==> config.mk <==
export PLATFORM = sky130hd
export DESIGN_NAME = branch_redirect_ctrl
export DESIGN_NICKNAME = d
export VERILOG_FILES = /design/src/rtl/branch_pkg.sv /design/src/rtl/br_stat_cnt.sv /design/src/rtl/branch_redirect_ctrl.sv
export SDC_FILE = /design/constraint.sdc
export NUM_CORES = 1
export LEC_CHECK = 0
export BUFFER_PORTS_ARGS = -buffer_cell sky130_fd_sc_hd__buf_2
export CORE_ASPECT_RATIO = 1.75
export CORE_MARGIN = 8
export CORE_UTILIZATION = 40
export DETAILED_ROUTE_END_ITERATION = 10
export PLACE_DENSITY = 0.7
export SLEW_MARGIN = 15
export SYNTH_ARGS = -nofsm -noshare
export SYNTH_HDL_FRONTEND = slang
export SYNTH_SLANG_ARGS = --single-unit
==> constraint.sdc <==
create_clock -name clk -period 2.45 [get_ports clk]
set_clock_uncertainty 0.1 [all_clocks]
set_input_delay 0.6125 -clock clk [delete_from_list [all_inputs] [get_ports clk]]
set_output_delay 0.6125 -clock clk [all_outputs]
set_load 0.005 [all_outputs]
==> src/rtl/branch_pkg.sv <==
// Shared constants and types for the fetch redirect controller.
// Holds the CTI opcode field values and the redirect FSM state type.
package branch_pkg;

   localparam logic [4:0] BRANCH = 5'b11000;
   localparam logic [4:0] JAL    = 5'b11011;
   localparam logic [4:0] JALR   = 5'b11001;

   typedef enum logic [1:0] {
      IDLE,
      REDIRECT,
      SQUASH
   } redir_state_t;

   // True when opcode[6:2] names a control-transfer instruction.
   function automatic logic is_cti_op(input logic [4:0] op);
      return (op == BRANCH) || (op == JAL) || (op == JALR);
   endfunction

endpackage

==> src/rtl/br_stat_cnt.sv <==
// Free-running wrap-around event counter with synchronous active-high clear.
module br_stat_cnt #(
   parameter int unsigned CNT_W = 32
) (
   input  logic             clk,
   input  logic             rst,
   input  logic             inc,
   output logic [CNT_W-1:0] count
);

   logic [CNT_W-1:0] count_q;

   always_ff @(posedge clk) begin
      if (rst) begin
         count_q <= '0;
      end else if (inc) begin
         count_q <= count_q + CNT_W'(1);
      end
   end

   assign count = count_q;

endmodule

==> src/rtl/branch_redirect_ctrl.sv <==
// Fetch redirect sequencer: flushes and steers the PC mux on a taken CTI, then squashes
// wrong-path fetch responses. Optional statistics counters are built when BR_STATS_EN is defined.
module branch_redirect_ctrl
   import branch_pkg::*;
#(
   parameter int unsigned W         = 32,
   parameter int unsigned FETCH_LAT = 1
`ifdef BR_STATS_EN
   ,
   parameter int unsigned CNT_W     = 32
`endif
) (
   input  logic             clk,
   input  logic             rst,
   input  logic             ex_valid,
   input  logic             ex_is_cti,
   input  logic             ex_jump,
   input  logic [W-1:0]     ex_target,
   input  logic             stall,
   input  logic             imem_ready,
   output logic             pc_sel,
   output logic [W-1:0]     redirect_pc,
   output logic             flush_if_id,
   output logic             flush_id_ex,
   output logic             squash_fetch,
   output logic             busy,
   output logic             misalign
`ifdef BR_STATS_EN
   ,
   output logic [CNT_W-1:0] stat_cti,
   output logic [CNT_W-1:0] stat_taken
`endif
);

   localparam logic [2:0] SqInit = 3'(FETCH_LAT);

   redir_state_t state_q, state_d;
   logic [W-1:0] tgt_q, tgt_d;
   logic [2:0]   sq_cnt_q, sq_cnt_d;
   logic [W-1:0] new_tgt;
   logic         take;
   logic         unused_tgt0;

   // branch_control raises ex_jump for non-CTIs too, so ex_is_cti must qualify it.
   assign take        = ex_valid & ex_is_cti & ex_jump & ~stall & (state_q == IDLE);
   assign new_tgt     = {ex_target[W-1:1], 1'b0};
   assign unused_tgt0 = ex_target[0];

   always_comb begin
      state_d      = state_q;
      tgt_d        = tgt_q;
      sq_cnt_d     = sq_cnt_q;
      pc_sel       = 1'b0;
      redirect_pc  = tgt_q;
      flush_if_id  = 1'b0;
      flush_id_ex  = 1'b0;
      squash_fetch = 1'b0;
      misalign     = take & ex_target[1];

      unique case (state_q)
         IDLE: begin
            if (take) begin
               pc_sel      = 1'b1;
               flush_if_id = 1'b1;
               flush_id_ex = 1'b1;
               redirect_pc = new_tgt;
               tgt_d       = new_tgt;
               if (!imem_ready) begin
                  state_d = REDIRECT;
               end else if (FETCH_LAT != 0) begin
                  state_d  = SQUASH;
                  sq_cnt_d = SqInit;
               end
            end
         end
         REDIRECT: begin
            pc_sel = 1'b1;
            if (imem_ready) begin
               if (FETCH_LAT != 0) begin
                  state_d  = SQUASH;
                  sq_cnt_d = SqInit;
               end else begin
                  state_d = IDLE;
               end
            end
         end
         SQUASH: begin
            squash_fetch = 1'b1;
            sq_cnt_d     = sq_cnt_q - 3'd1;
            if (sq_cnt_q == 3'd1) begin
               state_d = IDLE;
            end
         end
         default: state_d = IDLE;
      endcase
   end

   always_ff @(posedge clk) begin
      if (rst) begin
         state_q  <= IDLE;
         tgt_q    <= '0;
         sq_cnt_q <= '0;
      end else begin
         state_q  <= state_d;
         tgt_q    <= tgt_d;
         sq_cnt_q <= sq_cnt_d;
      end
   end

   assign busy = (state_q != IDLE);

   // The hazard unit holds ID while busy, so EX must never present work here.
   illegal_ex_valid: assert property (@(posedge clk) disable iff (rst)
      !(ex_valid && (state_q != IDLE)));

`ifdef BR_STATS_EN
   br_stat_cnt #(
      .CNT_W(CNT_W)
   ) u_stat_cti (
      .clk  (clk),
      .rst  (rst),
      .inc  (ex_valid & ex_is_cti & ~stall),
      .count(stat_cti)
   );

   br_stat_cnt #(
      .CNT_W(CNT_W)
   ) u_stat_taken (
      .clk  (clk),
      .rst  (rst),
      .inc  (take),
      .count(stat_taken)
   );
`endif

endmodule

### After elaboration in Yosys (flattened, before gate mapping)

Cells that the tools add are included.

* bits in registers: 37
* bits of input ports: 39
* output and inout bits: 38
* logic and storage cells: 35

* $add $sub $neg: 1
* equal/unequal tests: 6
* mux-type cells: 14
* bitwise logic cells: 6
* reductions and logical operators: 5

Operator list (count)
* $mux W32: 2
* $pmux W3 S3: 1
* $mux W2: 4
* $mux W3: 2
* $ne A2 B2 Y1 const B: 3
* $pmux W2 S3: 1
* $and A1 B1 Y1: 5
* $eq A3 B1 Y1 const B: 1
* $mux W1: 3
* $reduce_and A3 Y1: 1
* $reduce_bool A3 Y1: 1
* $sub A3 B1 Y3 const B: 1
* $eq A2 B1 Y1 const B: 1
* $eq A2 B2 Y1 const B: 1
* $logic_not A2 Y1: 1
* $pmux W1 S2: 1
* $reduce_and A2 Y1: 1
* $reduce_bool A2 Y1: 1
* $not A1 Y1: 1

### Logic depth before layout (Yosys ltp)

* depth after elaboration: 6
* gate-level depth with buffers: 5
* gate-level depth less buffers: 5

### Least setup slack after synthesis

No wires, ideal clock.

* kind: input to output
* from: input port stall
* to: output port redirect_pc[24]
* data arrival time: 1.367 ns
* data required time: 1.737 ns
* setup slack: 0.371 ns
* cell stages on the path: 4
* cells stage by stage: nand4b_1 > clkbuf_1 > o21ai_0 > nand2_1

* cells in the longest elaborated chain, start to end: 5

Ends and longest elaborated chain
* from (decl): RTL line branch_redirect_ctrl.sv:19 `input logic stall,`
* $not A1 Y1: RTL line branch_redirect_ctrl.sv:45 `assign take = ex_valid & ex_is_cti & ex_jump & ~stall & (state_q == IDLE);`
* $and A1 B1 Y1 (2 in a row): RTL line branch_redirect_ctrl.sv:45
* $mux W32: RTL line branch_redirect_ctrl.sv:62 `if (take) begin`
* $mux W32
* to (decl): RTL line branch_redirect_ctrl.sv:22 `output logic [W-1:0] redirect_pc,`

No other way between the ends.

### Worst setup path after layout

* from: input port stall
* to: output port redirect_pc[5]

Same word-level chain as after synthesis.

==> summary.txt <==
Outcome
  • Status: complete, no violations

Die
  • Initial Util: 40.94%
  • I/O Pins: 77
  • Core Rows: 31
  • Die H: just over 100 µm
  • Die area: between 6000 and 7000 µm²
  • DIE WIDTH: 64.58 µm
  • Placeable Area: 4034 µm²

Timing
  • Final hold slack: 0.3774 ns
  • Slew Viols, Final: 0
  • Final hold vios: 0
  • Final WS setup: 0.1675 ns
  • Fin crit period: 2.282 ns
  • Setup TNS: 0 ns
  • RSZ-0062 raised after global routing: no
  • Max-slew headroom: 54.25%
  • Fmax achieved: 438.1 MHz
  • Endpoints failing setup: 0
  • Slew of the pin with the lowest slew margin: a little under 0.7 ns
  • Fin crit share: just over 90%

Critical path
  • Critical-path maximum fanout: 18
  • Critical Path, Cell by Cell: buf_2 > nand4b_1 > buf_4 > o21ai_0 > nand2_1 > buf_2
  • Critical setup path kind: input pin to primary output
  • Reg2reg start: state_q[0]
  • Crit-path max cell delay: 0.22 ns
  • Worst EP required: 1.74 ns
  • CP endpoint kind: primary output
  • Critical path's slowest cell: buf_4
  • Setup crit start kind: input pin
  • Most used cell, CP: buf_2
  • Crit path DAT: ~1.6 ns
  • CP Launch Point: stall

Clock network
  • CTS root buf: clkbuf_8
  • Clk_lat worst skew: 0.27 ns
  • # hold bufs at CTS: 0
  • CTS Sinks: 37
  • Clk pin slew, worst setup/hold paths: 0.07 ns
  • Postcts setup bufs: 0
  • H-Tree Depth: 2
  • CTS Buf Count: 5
  • CTS tree: yes
  • Clk buf depth: 2
  • PostCTS Resize Cnt: 0

Hold path
  • Hold_sp: tgt_q[0]
  • Hold Path Class: flip-flop to flip-flop

Logic synthesis
  • Number of synthesized flops with an enable pin: 0
  • Avg Inst Size Synth: 7.790 µm²
  • Most used DFF post-synth: dfxtp_1
  • Cell Area, Synth: approximately 1700 µm²
  • Synth warn: 0
  • Cell with the most instances after synthesis: dfxtp_1
  • Seq/Total Area, Yosys: 44.85%
  • Gate Count Post-Synth: 212
  • Top cells by area, synth: dfxtp_1 45%, a21oi_1 10%, nand3_1 9.7%
  • Share of the synthesized area in the top cell type: 44.85%
  • Largest area contributor in the netlist: dfxtp_1
  • Synth unique cells: 29
  • Synthesis-stage register bit count: 37
  • Syn Nets: approximately 250
  • Most instantiated cells after synthesis: 37 x dfxtp_1, 34 x a21oi_1, 32 x nand3_1, 31 x nand2_1, 21 x o21ai_0
  • Async SR Flop Fraction: 0%

Final layout
  • Finished Layout Cells: 329
  • Area growth syn-to-layout: 28.49%
  • Multi-input gate area: 790.8 µm²
  • Diodes inserted: 0
  • Share of cells above drive strength 1: about 33%
  • Fin nets: 321
  • Seq. cell area: 740.7 µm²
  • Final core occ: 52.61%
  • Cell area after layout: 2122 µm²
  • Fillers: 461

Placed design
  • PortBufs: 75
  • Area after DPL: 2033 µm²
  • Final GP Congestion: a little under 0.8
  • Worst slack, placed: 0.1460 ns
  • Hpwl dp: 3.195 mm
  • Dpl cells: about 320

Pwr
  • Pwr/cell area: 547.8 nW/µm²
  • Leakage power: 1.104 nW
  • VDD IR max: 447.0 µV
  • Power, Total: 1.162 mW

Drt
  • 1st-iter DRT viols: 64
  • Final ANT Viol Nets: 0
  • DRC violations left: 0
  • Routed Wire Length: 4.460 mm
  • Drt first pass iters: 4
  • DR vias: 1707
  • Via density: 5.188
  • Wire length per cell: approximately 14 µm

Global route
  • Total grt overflow: 0
  • Total GRT Usage: 13.67%
  • Initial antenna violation count: 0
  • Largest net degree at the start of global routing: 38
  • First-pass GRT wire length: approximately 7.2 mm
  • Vias in the first global route: 1669

Flow run
  • Maximum Capacitance Violations: 0
## critical path, delay by kind of cell
kind            cells  cell delay (ns)
buf+inv             3             0.45
simple gates        2             0.27
compound gates      1             0.22
## where the power goes
group	internal, mW	switching (mW)	total, mW
combinational	0.0596	0.0736	0.133
sequential	0.615	0.00597	0.621
clock	0.223	0.185	0.408
## sequential cells by signal, summed over array words and instances, names as in the netlist
signal,flops
tgt_q,32
state_q,2
sq_cnt_q,3
## worst paths after layout
| check | to | slack (ns) | cells past startpoint |
|---|---|---|---|
| setup / recovery | redirect_pc[5] | 0.17 | 6 |
| hold / removal | tgt_q[0] | 0.38 | 1 |
| setup reg to reg | sq_cnt_q[0] | 1.06 | 4 |
| hold reg to reg | tgt_q[0] | 0.38 | 1 |
## final cells by class
type / count / area share, %
multi-input cells: 151 / 37.26
well taps: 49 / 2.889
inverters: 6 / 1.179
clock buffers: 7 / 4.068
flip-flops and latches: 37 / 34.91
repair buffers: 79 / 19.69
## layout by cell type, fill, tap and decap left out, drive strengths merged, types with 2 or more instances in the layout
| cell | netlist | routed |
|---|---|---|
| nor3b | 3 | 3 |
| nand3 | 32 | 32 |
| ha | 2 | 2 |
| dfxtp | 37 | 37 |
| nor3 | 2 | 2 |
| buf | 11 | 79 |
| o21ai | 33 | 33 |
| and2b | 2 | 2 |
| nor2 | 2 | 2 |
| nand2b | 2 | 2 |
| nand2 | 31 | 31 |
| clkbuf | 7 | 7 |
| a21oi | 34 | 34 |
| inv | 6 | 6 |
## layer usage
| layer | share of wire, % | track usage (%) | vias up |
|---|---|---|---|
| li1 | - | - | 868 |
| met1 | 38 | 12.15 | 791 |
| met2 | 55 | 27.15 | 46 |
| met3 | 5.4 | 4.120 | 2 |
| met4 | 1.0 | 5.068 | 0 |
| met5 | 0 | 0 | - |
## cells by family (layout without fill, tap and decap cells)
family                   count (synthesis)  in the layout  synth area share (%)
AO/OA/AOI/OAI                           70             70                 22.05
XOR/XNOR                                 1              1                0.5304
adder cells (fa/ha/maj)                  2              2                 1.515
buffers and inverters                   24             92                 7.272
AND/OR/NAND/NOR                         78             78                 23.79
flip-flops                              37             37                 44.85
Power figures use the tool's default switching activity.
